==> src/rtl/chain_add_pkg.sv <==
// Shared types and default sizing for the chunked carry-chain add/sub scheduler.
package chain_add_pkg;

  localparam int unsigned CHUNK_W_DEF    = 16;
  localparam int unsigned NUM_CHUNKS_DEF = 4;

  typedef enum logic [1:0] {
    IDLE = 2'd0,
    RUN  = 2'd1,
    DONE = 2'd2
  } state_t;

endpackage

==> src/rtl/chain_add_slice.sv <==
// One W-bit carry-chain slice: A + (B ^ sub) + cin, with carry-out and signed overflow of the slice MSB.
module chain_add_slice #(
  parameter int unsigned W = 16
) (
  input  logic [W-1:0] a,
  input  logic [W-1:0] b,
  input  logic         sub,
  input  logic         cin,
  output logic [W-1:0] sum_c,
  output logic         cout_c,
  output logic         ovf_c
);

  logic [W-1:0] b_x;

  always_comb begin
    b_x              = b ^ {W{sub}};
    {cout_c, sum_c}  = (W+1)'(a) + (W+1)'(b_x) + (W+1)'(cin);
    // Same-sign operands producing an opposite-sign result == carry into MSB xor carry out.
    ovf_c            = (a[W-1] == b_x[W-1]) && (sum_c[W-1] != a[W-1]);
  end

endmodule

==> src/rtl/chain_add_sched.sv <==
// Two-requester round-robin scheduler feeding a single multi-cycle chunked adder/subtractor.
module chain_add_sched
  import chain_add_pkg::*;
#(
  parameter  int unsigned CHUNK_W    = CHUNK_W_DEF,
  parameter  int unsigned NUM_CHUNKS = NUM_CHUNKS_DEF,
  localparam int unsigned OPW        = CHUNK_W * NUM_CHUNKS
) (
  input  logic             clk,
  input  logic             resetn,
  input  logic [1:0]       req_valid,
  output logic [1:0]       req_ready,
  input  logic [2*OPW-1:0] req_a,
  input  logic [2*OPW-1:0] req_b,
  input  logic [1:0]       req_sub,
  output logic             rsp_valid,
  input  logic             rsp_ready,
  output logic             rsp_id,
  output logic [OPW-1:0]   rsp_sum,
  output logic             rsp_cout,
  output logic             rsp_ovf,
  output logic             busy
);

  localparam int unsigned      IDX_W    = (NUM_CHUNKS > 1) ? $clog2(NUM_CHUNKS) : 1;
  localparam logic [IDX_W-1:0] LAST_IDX = IDX_W'(NUM_CHUNKS - 1);

  state_t             state;
  logic [OPW-1:0]     a_q;
  logic [OPW-1:0]     b_q;
  logic               sub_q;
  logic               id_q;
  logic               carry;
  logic               ovf_q;
  logic               flush;
  logic               last_grant;
  logic [IDX_W-1:0]   idx;

  logic [1:0]         grant;
  logic               sel;
  logic [CHUNK_W-1:0] s;
  logic               c;
  logic               slice_ovf;

  // Round-robin grant, only offered while idle.
  always_comb begin
    grant = 2'b00;
    if (state == IDLE) begin
      if (req_valid == 2'b11) grant = last_grant ? 2'b01 : 2'b10;
      else                    grant = req_valid;
    end
  end

  assign req_ready = grant;
  assign sel       = grant[1];
  assign busy      = (state != IDLE);

  chain_add_slice #(.W(CHUNK_W)) u_slice (
    .a      (a_q[CHUNK_W-1:0]),
    .b      (b_q[CHUNK_W-1:0]),
    .sub    (sub_q),
    .cin    (carry),
    .sum_c  (s),
    .cout_c (c),
    .ovf_c  (slice_ovf)
  );

  // Operands shift down one chunk per cycle; result chunks enter rsp_sum from the top.
  // One extra RUN cycle (flush) after the last chunk publishes the response.
  always_ff @(posedge clk or negedge resetn) begin
    if (!resetn) begin
      state      <= IDLE;
      a_q        <= '0;
      b_q        <= '0;
      sub_q      <= 1'b0;
      id_q       <= 1'b0;
      carry      <= 1'b0;
      ovf_q      <= 1'b0;
      flush      <= 1'b0;
      last_grant <= 1'b1;
      idx        <= '0;
      rsp_valid  <= 1'b0;
      rsp_id     <= 1'b0;
      rsp_sum    <= '0;
      rsp_cout   <= 1'b0;
      rsp_ovf    <= 1'b0;
    end else begin
      case (state)
        IDLE: begin
          if (grant != 2'b00) begin
            a_q        <= sel ? req_a[2*OPW-1:OPW] : req_a[OPW-1:0];
            b_q        <= sel ? req_b[2*OPW-1:OPW] : req_b[OPW-1:0];
            sub_q      <= req_sub[sel];
            carry      <= req_sub[sel];
            id_q       <= sel;
            last_grant <= sel;
            idx        <= '0;
            flush      <= 1'b0;
            state      <= RUN;
          end
        end
        RUN: begin
          if (!flush) begin
            rsp_sum <= (rsp_sum >> CHUNK_W) | (OPW'(s) << (OPW - CHUNK_W));
            a_q     <= a_q >> CHUNK_W;
            b_q     <= b_q >> CHUNK_W;
            carry   <= c;
            ovf_q   <= slice_ovf;
            if (idx == LAST_IDX) flush <= 1'b1;
            else                 idx   <= idx + IDX_W'(1);
          end else begin
            rsp_valid <= 1'b1;
            rsp_id    <= id_q;
            rsp_cout  <= carry;
            rsp_ovf   <= ovf_q;
            idx       <= '0;
            flush     <= 1'b0;
            state     <= DONE;
          end
        end
        DONE: begin
          if (rsp_ready) begin
            rsp_valid <= 1'b0;
            state     <= IDLE;
          end
        end
        default: state <= IDLE;
      endcase
    end
  end

endmodule
==> config.mk <==
export PLATFORM = sky130hd
export DESIGN_NAME = chain_add_sched
export DESIGN_NICKNAME = d
export VERILOG_FILES = /design/src/rtl/chain_add_pkg.sv /design/src/rtl/chain_add_slice.sv /design/src/rtl/chain_add_sched.sv
export SDC_FILE = /design/constraint.sdc
export NUM_CORES = 1
export LEC_CHECK = 0
export CAP_MARGIN = 0
export CORE_ASPECT_RATIO = 1.5
export CORE_MARGIN = 1
export CORE_UTILIZATION = 45
export CTS_BUF_LIST = sky130_fd_sc_hd__clkbuf_4 sky130_fd_sc_hd__clkbuf_8 sky130_fd_sc_hd__clkbuf_16
export DETAILED_ROUTE_END_ITERATION = 8
export GPL_ROUTABILITY_DRIVEN = 0
export PLACE_DENSITY = 0.87
export SETUP_SLACK_MARGIN = 0.02
export SLEW_MARGIN = 20
export SYNTH_ARGS = -nofsm -noshare
export SYNTH_HDL_FRONTEND = slang
export SYNTH_SLANG_ARGS = --single-unit
==> constraint.sdc <==
create_clock -name clk -period 3.4 [get_ports clk]
set_input_delay 0.34 -clock clk [delete_from_list [all_inputs] [get_ports clk]]
set_output_delay 0.34 -clock clk [all_outputs]
set_load 0.01 [all_outputs]
# [Word-level counts from Yosys, hierarchy flattened]
# Cells that the tools add are included.
[totals] reg_bits=206 in_bits=263 wordCells=78
[op_classes] addsub=3 eq_ne=11 magnitude_cmp=1 n_bitwise=3 reduce_logical=14 mux=31
[ops] cell="$mux 64" n=6
[ops] cell="$pmux 64 s2" n=2
[ops] cell="$or 48x64->64" n=1
[ops] cell="$mux 2" n=9
[ops] cell="$add 16x16->17" n=1
[ops] cell="$add 17x1->17" n=1
[ops] cell="$xor 16x16->16" n=1
[ops] cell="$reduce_and 3->1" n=4
[ops] cell="$mux 1" n=9
[ops] cell="$reduce_and 2->1" n=4
[ops] cell="$reduce_bool 2->1" n=4
[ops] cell="$eq 2x2->1 const B" n=3
[ops] cell="$ne 2x2->1 const B" n=3
[ops] cell="$pmux 1 s2" n=3
[ops] cell="$pmux 2 s3" n=1
[ops] cell="$pmux 2 s2" n=1
[ops] cell="$ne 3x3->1 const B" n=1
[ops] cell="$add 2x1->2 const B" n=1
[ops] cell="$eq 2x1->1 const B" n=1
[ops] cell="$logic_not 2->1" n=1
[ops] cell="$lt 1x2->1 const B" n=1
[ops] cell="$ne 2x1->1 const B" n=1
[ops] cell="$eq 1x1->1" n=1
[ops] cell="$logic_and 1x1->1" n=1
[ops] cell="2 further kinds" n=2

# [Depth between registers and ports, before layout]
# Gate-level depths: netlist (run 1).
[logic_depth] depth_word=7 depth_mapped=11 ltp_nobuf=9

# [Cells and area by module]
# A second synthesis (run 1) with hierarchy kept.
[hier_totals] cells_unflattened=1142 area_unflattened_um2=11397.2
[modules_own_cells] module="chain_add_sched" seq_area_each_um2=5156.2 instances=1 cells_each=1002 area_per_inst_um2=10329.9
[modules_own_cells] module="chain_add_slice" seq_area_each_um2=0.0 instances=1 cells_each=140 area_per_inst_um2=1067.3

# [Worst setup path after synthesis (run 1)]
# Ideal clock, no wire load.
[synth_timing] kind="reg-to-reg" start="register sub_q" end="register carry" arrival_time_ps=2937 path_stages_with_launch=12 path_slack_ps=336 t_required_ps=3274 path_cell_list="dfrtp_1 > clkbuf_1 > buf_2 > xnor2_1 > fa_1 > inv_1 > fa_1 > a211oi_2 > nor2_1 > o32a_4 > and3_1 > o32a_1"
[synth_via] elab_chain_cells=5
[synth_rtl] item="from (decl)" line="chain_add_sched.sv:31" text="logic sub_q;"
[synth_rtl] item="from (signal assigned)" line="chain_add_sched.sv:93" text="sub_q <= req_sub[sel];"
[synth_rtl] item="$xor 16x16->16" line="chain_add_slice.sv:17" text="b_x = b ^ {W{sub}};"
[synth_rtl] item="$add 16x16->17" line="chain_add_slice.sv:18" text="{cout_c, sum_c} = (W+1)'(a) + (W+1)'(b_x) + (W+1)'(cin);"
[synth_rtl] item="$add 17x1->17" line="chain_add_slice.sv:18"
[synth_rtl] item="$mux 1" line="chain_add_sched.sv:103" text="if (!flush) begin"
[synth_rtl] item="$pmux 1 s2" line="chain_add_sched.sv:88" text="case (state)"
[synth_rtl] item="to (signal assigned)" line="chain_add_sched.sv:94" text="carry <= req_sub[sel];"
[synth_rtl] item="to (decl)" line="chain_add_sched.sv:33" text="logic carry;"
# No other way between the ends. The select of a mux whose other input is x is not followed.
# A chain may end at the register's enable or synchronous reset.

# [Final worst setup path (run 1)]
[layout_timing] start="register state[0]" end="output req_ready[1]"
[layout_via] elab_chain_cells=2
[layout_rtl] item="from (decl)" line="chain_add_sched.sv:28" text="state_t state;"
[layout_rtl] item="from (signal assigned)" line="chain_add_sched.sv:72" text="state <= IDLE;"
[layout_rtl] item="from (signal assigned)" line="chain_add_sched.sv:99" text="state <= RUN;"
[layout_rtl] item="from (signal assigned)" line="chain_add_sched.sv:118" text="state <= DONE;"
[layout_rtl] item="$logic_not 2->1" line="chain_add_sched.sv:48" text="if (state == IDLE) begin"
[layout_rtl] item="$mux 2" line="chain_add_sched.sv:48"
[layout_rtl] item="to (decl)" line="chain_add_sched.sv:12" text="output logic [1:0] req_ready,"
# No other way between the ends.

==> results of run 1 <==
power groups by stage:
| stage | clock, mW | combinational, mW | sequential, mW |
|---|---|---|---|
| after global routing | 2.46 | 10.4 | 4.63 |
| after floorplan | 0 | 6.55 | 4.43 |
| after CTS | 2.36 | 9.40 | 4.50 |
| after detailed placement | 0 | 9.28 | 4.54 |
| after global placement | 0 | 8.92 | 4.49 |
| final | 2.33 | 9.36 | 4.51 |
flip-flops by register name (all words and copies together), names as in the netlist:
register	flops
rsp_cout	1
flush	1
state	2
rsp_valid	1
idx	2
ovf_q	1
id_q	1
sub_q	1
rsp_ovf	1
b_q	64
last_grant	1
carry	1
a_q	64
rsp_id	1
rsp_sum	64
repair_timing:
action / CTS / global route
setup endpoints to repair: 0 / 0
hold endpoints to repair: 79 / 0
hold buffers: 1 / 0
setup buffers: 0 / 0
layout make-up:
| type | instances | area share |
|---|---|---|
| multi-input combinational | 834 | 0.352 |
| sequential | 206 | 0.338 |
| timing repair buffer | 356 | 0.234 |
| clock buffer | 29 | 0.0404 |
| tap | 319 | 0.0261 |
| clock inverter | 5 | 0.00508 |
| inverter | 11 | 0.00270 |
| antenna | 8 | 0.00131 |
placed cells by master, fill, tap and decap left out, types with 12 or more instances in the layout:
cell type | synthesis | routed
buf_4 | 3 | 17
a211oi_1 | 98 | 98
nand2_1 | 207 | 206
nor2_1 | 113 | 112
a21o_1 | 101 | 101
clkbuf_16 | 0 | 21
o21ai_0 | 53 | 53
dfrtp_1 | 205 | 205
clkdlybuf4s50_1 | 0 | 332
xor2_1 | 17 | 17
nand3_1 | 12 | 12
ha_1 | 16 | 16
a21oi_1 | 13 | 13
mux2i_1 | 129 | 129
through the flow:
| stage | setup slack (ps) | power [mW] | hold WS, ps | area [um^2] |
|---|---|---|---|---|
| final | 666 | 16.2 | 403 | 15300 |
| after global routing | 517 | 17.5 | 456 | 15300 |
| after CTS | 627 | 16.3 | 458 | 15200 |
| after detailed placement | 740 | 13.8 | 369 | 14500 |
| after global placement | 749 | 13.4 | 361 | 14500 |
| after floorplan | 336 | 11.0 | 44.4 | 11000 |
kinds of logic after synthesis:
| family | share of synthesized area |
|---|---|
| and+or+nand+nor | 0.134 |
| AOI/OAI and AO/OA | 0.196 |
| DFF | 0.470 |
| muxes | 0.119 |
| buffers and inverters | 0.0436 |
| xor gates and xnor gates | 0.0167 |
| adders and majority gates | 0.0219 |
routing by layer:
| layer | GRT usage | vias to the layer above |
|---|---|---|
| met5 | 0 | - |
| met4 | 0.155 | 0 |
| met3 | 0.0241 | 103 |
| met2 | 0.447 | 401 |
| met1 | 0.281 | 4646 |
| li1 | - | 4597 |
worst max-delay path: stages (launching register included):
cell and delay, ps:
dfrtp_1 530, nor2_2 270, nand3_4 400, inv_1 150, clkdlybuf4s50_1 550
how the worst max path moves through the flow:
stage / depth (start not counted) / startpoint / slack (ps) / endpoint
6_report: 4 / state[0] / 670 / req_ready[1]
5_1_grt: 4 / state[0] / 520 / req_ready[1]
4_1_cts: 4 / state[0] / 630 / req_ready[1]
3_5_place_dp: 9 / sub_q / 740 / carry
3_3_place_gp: 9 / sub_q / 750 / carry
2_1_floorplan: 11 / sub_q / 340 / carry
==> reports/results.txt, run 1 <==
Setup TNS = 0 ps
Flop pwr share = 0.278
CP Max Fanout = 24
CTS tree = done
Clk Tree Root Cell = clkbuf_16
Endpoints failing hold = 0
Latest clock arrival within the worst-skew pair = 500 ps
Max-slew headroom = 0.325
Die H = 193 um
RSZ-0062 raised after global routing = false
Max IR drop VDD = 625 uV
First-pass GRT wire length = 48700 um
Final cell count without fillers = 1768
Synth-to-Final Area Change = 39.0%
Top cells by area, synth = dfrtp_1, mux2i_1, nand2_1
Routed Antenna Nets = 0
Fin crit share = 0.804
Area of the multi-input gates = 5380 um^2
Gr usage total = 0.250
Worst setup SP type = flip-flop
Distinct cells, synth = 56
Fin Clk Skew = 12.2 ps
Met1 WL = 11500 um
Die area = 25000 um^2
H-Tree Depth = 1
Post-synth top flop = dfrtp_1
Layout cells sized above 1 = 0.0527
R2r setup slk = 730 ps
Leakage = 7.77 nW
Seq/Total Area, Yosys = 0.470
Post-synth EDFFs = 0
Top Metal Used = met4
Count leader, synth = nand2_1
Crit. End Element = primary output
Met2 wire length = 16600 um
Worst R2R Path Depth = 9
CTS Buf Count = 20
Starting Density = 0.461
Critical R2R Capture = carry
WL/cell = 17.6 um
Setup Viol. Count Final = 0
Met3 wire length = 1330 um
Net Sw Frac = 0.428
Worst-path clk slew = 60 ps
Fillers = 1907
Drt pass-1 iters = 7
Crit path kind = reg2out
Clock Sinks = 206
Largest net degree at the start of global routing = 149
Actual slew at the worst max-slew pin = 1010 ps
Die Wd = 130 um
Fmax = 0.366 GHz
IO Port Bufs = 333
Core ar. = 23800 um^2
Vias = 9747
Synthesized area = 11000 um^2
Final Slew Violations = 0
Asr flop ratio synth = 1.00
Post-synth top area share = 0.467
Number of synthesized register bits = 206
Switching pwr = 6.93 mW
Vias per cell = 5.51
Total grt overflow = 0
WP data arrival = 2390 ps
Combinational fraction of design power = 0.578
Status = complete, no violations
Reg2reg start = sub_q
Number of DRC markers in iteration 0 = 460
Max-cap viol count = 0
Worst EP required = 3060 ps
Final WL = 31200 um
Clock Path Buffers = 3
Nets = 1710
Final Core Density = 0.641
Mean Syn Cell Area = 9.62 um^2
Yosys warnings = 0
Period minus WS final = 2730 ps
Power per standard cell area = 1060 nW/um^2
Vias in the first global route = 9804
Tightest Hold Check Type = in2async
Placed insts = 1725
Detailed placement HPWL = 23500 um
Seq. cell area = 5160 um^2
Synth Instances = 1142
Synth area leader = dfrtp_1
Clock network power share = 0.144
Internal = 9.26 mW
Commonest cells in the netlist = nand2_1, dfrtp_1, mux2i_1, nor2_1, a21o_1
Syn Nets = 1423
Number of remaining DRC errors = 0
Post_cts resized = 0
Top Ports = 334
Num rows = 69
Antenna violations before repair = 8
(Power assumes the default switching activity.)
==> run 2: changes to the inputs <==
CORE_UTILIZATION = 43   (was 45)
clock period = 2.39 ns   (was 3.4 ns; I/O delays follow)
==> run 2 against run 1 <==
Effect of this change:
- the flow now finishes with violations (negative setup slack)
- sequential share of layout area decreased by 1.4 points
- largest power group unchanged
- cell area rose by 4.3%
- critical endpoint is now carry
- clock power rose by 50%
==> reports/results.txt, run 2 (synthesis results as in run 1) <==
Fin Clk Skew = 9.23 ps
Seq. cell area = 5160 um^2
Vias per cell = 5.39
Post-place setup slack = -175 ps
WP data arrival = 2870 ps
Number of DRC markers in iteration 0 = 473
Setup Viol. Count Final = 5
Synth-to-Final Area Change = 45.0%
Met3 usage = 0.0218
GR peak layer = met2
Antenna violations before repair = 0
Failing checks = negative setup slack
Actual slew at the worst max-slew pin = 550 ps
Commonest non-fill, non-tap cell in the layout = clkdlybuf4s50_1
Nets = 1775
Final Core Density = 0.635
Setup TNS = -251 ps
Number of remaining DRC errors = 0
Starting Density = 0.438
Met1 Usage GRT = 0.259
Num rows = 71
Largest net degree at the start of global routing = 104
Clock Path Buffers = 3
WL/cell = 16.9 um
Top Ports = 334
Worst setup SP type = flip-flop
Status = complete, but fails checks
CTS Buf Count = 21
Largest regs = a_q x64, b_q x64, rsp_sum x64
Crit path kind = reg2reg
R2r setup slk = -110 ps
Max-cap viol count = 0
Tightest Hold Check Type = in2async
Worst EP required = 2760 ps
Vias = 9897
Leakage = 8.14 nW
Clock Sinks = 206
Final cell count without fillers = 1836
Routed Antenna Nets = 0
Final WL = 31100 um
Fin crit share = 1.05
Max IR drop VDD = 1220 uV
H-Tree Depth = 1
Die H = 198 um
Area of the multi-input gates = 5460 um^2
Layout cells sized above 1 = 0.105
Met2 Track Usage GR = 0.441
Gr usage total = 0.231
Detailed placement HPWL = 23600 um
ANT cells = 0
Drt pass-1 iters = 5
Fillers = 1995
Max-slew headroom = 0.633
Clk Tree Root Cell = clkbuf_16
Crit. End Element = flip-flop
Latest clock arrival within the worst-skew pair = 490 ps
RSZ-0062 raised after global routing = true
Core ar. = 25100 um^2
CP Max Fanout = 2
CTS tree = done
Vias in the first global route = 9693
Critical R2R Capture = carry
Worst R2R Path Depth = 9
IO Port Bufs = 333
Final worst setup slack = -113 ps
Die Wd = 132 um
First-pass GRT wire length = 48000 um
Reg2reg start = b_q[0]
Fmax = 0.400 GHz
Placed insts = 1789
Endpoints failing hold = 0
Die area = 26200 um^2
WHS = 314 ps
Period minus WS final = 2500 ps
Most frequent cells in the layout = clkdlybuf4s50_1, nand2_1, dfrtp_1, mux2i_1, nor2_1
Power per standard cell area = 1580 nW/um^2
Final Slew Violations = 0
Worst-path clk slew = 60 ps
Total grt overflow = 0
-- run 2: cell type report --
| cell class | instances | share of cell area |
|---|---|---|
| clock buffers | 29 | 0.0391 |
| clock inverters | 8 | 0.00763 |
| inverters | 11 | 0.00259 |
| multi-input cells | 834 | 0.343 |
| flip-flops and latches | 206 | 0.324 |
| well taps | 328 | 0.0258 |
| repair buffers | 420 | 0.258 |
-- run 2: stage by stage --
step / instance area [um^2] / total power, mW
2_1_floorplan: 11000 / 15.8
3_3_place_gp: 15000 / 20.3
3_5_place_dp: 15000 / 20.9
4_1_cts: 15800 / 24.6
5_1_grt: 15900 / 26.9
6_report: 15900 / 25.1
-- run 2: critical path: stages, from the launching register on --
cell	delay (ps)
dfrtp_2	440
xnor2_4	170
fa_2	230
inv_2	40
fa_2	370
a211oi_2	240
nor2_2	100
o32a_4	330
and3_4	170
o32a_1	290
-- run 2: repair_timing --
item                                    in CTS  in global routing
resized for setup                            3                 13
hold endpoints to repair                    68                  0
hold buffers                                 1                  0
pin swaps                                    6                  5
endpoints found under the setup margin      10                 13
buffers inserted                             4                  5
-- run 2: report_power, final --
group          internal [mW]  leakage [nW]  switching [mW]
Sequential              5.25          2.58            1.14
Clock                   2.15         0.370            1.34
Combinational           7.21          5.19            7.99
Total                   14.6          8.14            10.5
-- run 2: worst max path at each step --
| stage | from | to |
|---|---|---|
| floorplan | sub_q | carry |
| detailed placement | b_q[0] | carry |
| CTS | b_q[0] | carry |
| global route | b_q[0] | carry |
| finish | b_q[0] | carry |
| global placement | b_q[0] | carry |
-- run 2: per-layer routing --
layer,share of wire,vias to the layer above
li1,-,4734
met1,0.37,4706
met2,0.54,378
met3,0.043,79
met4,0.042,0
met5,0,-
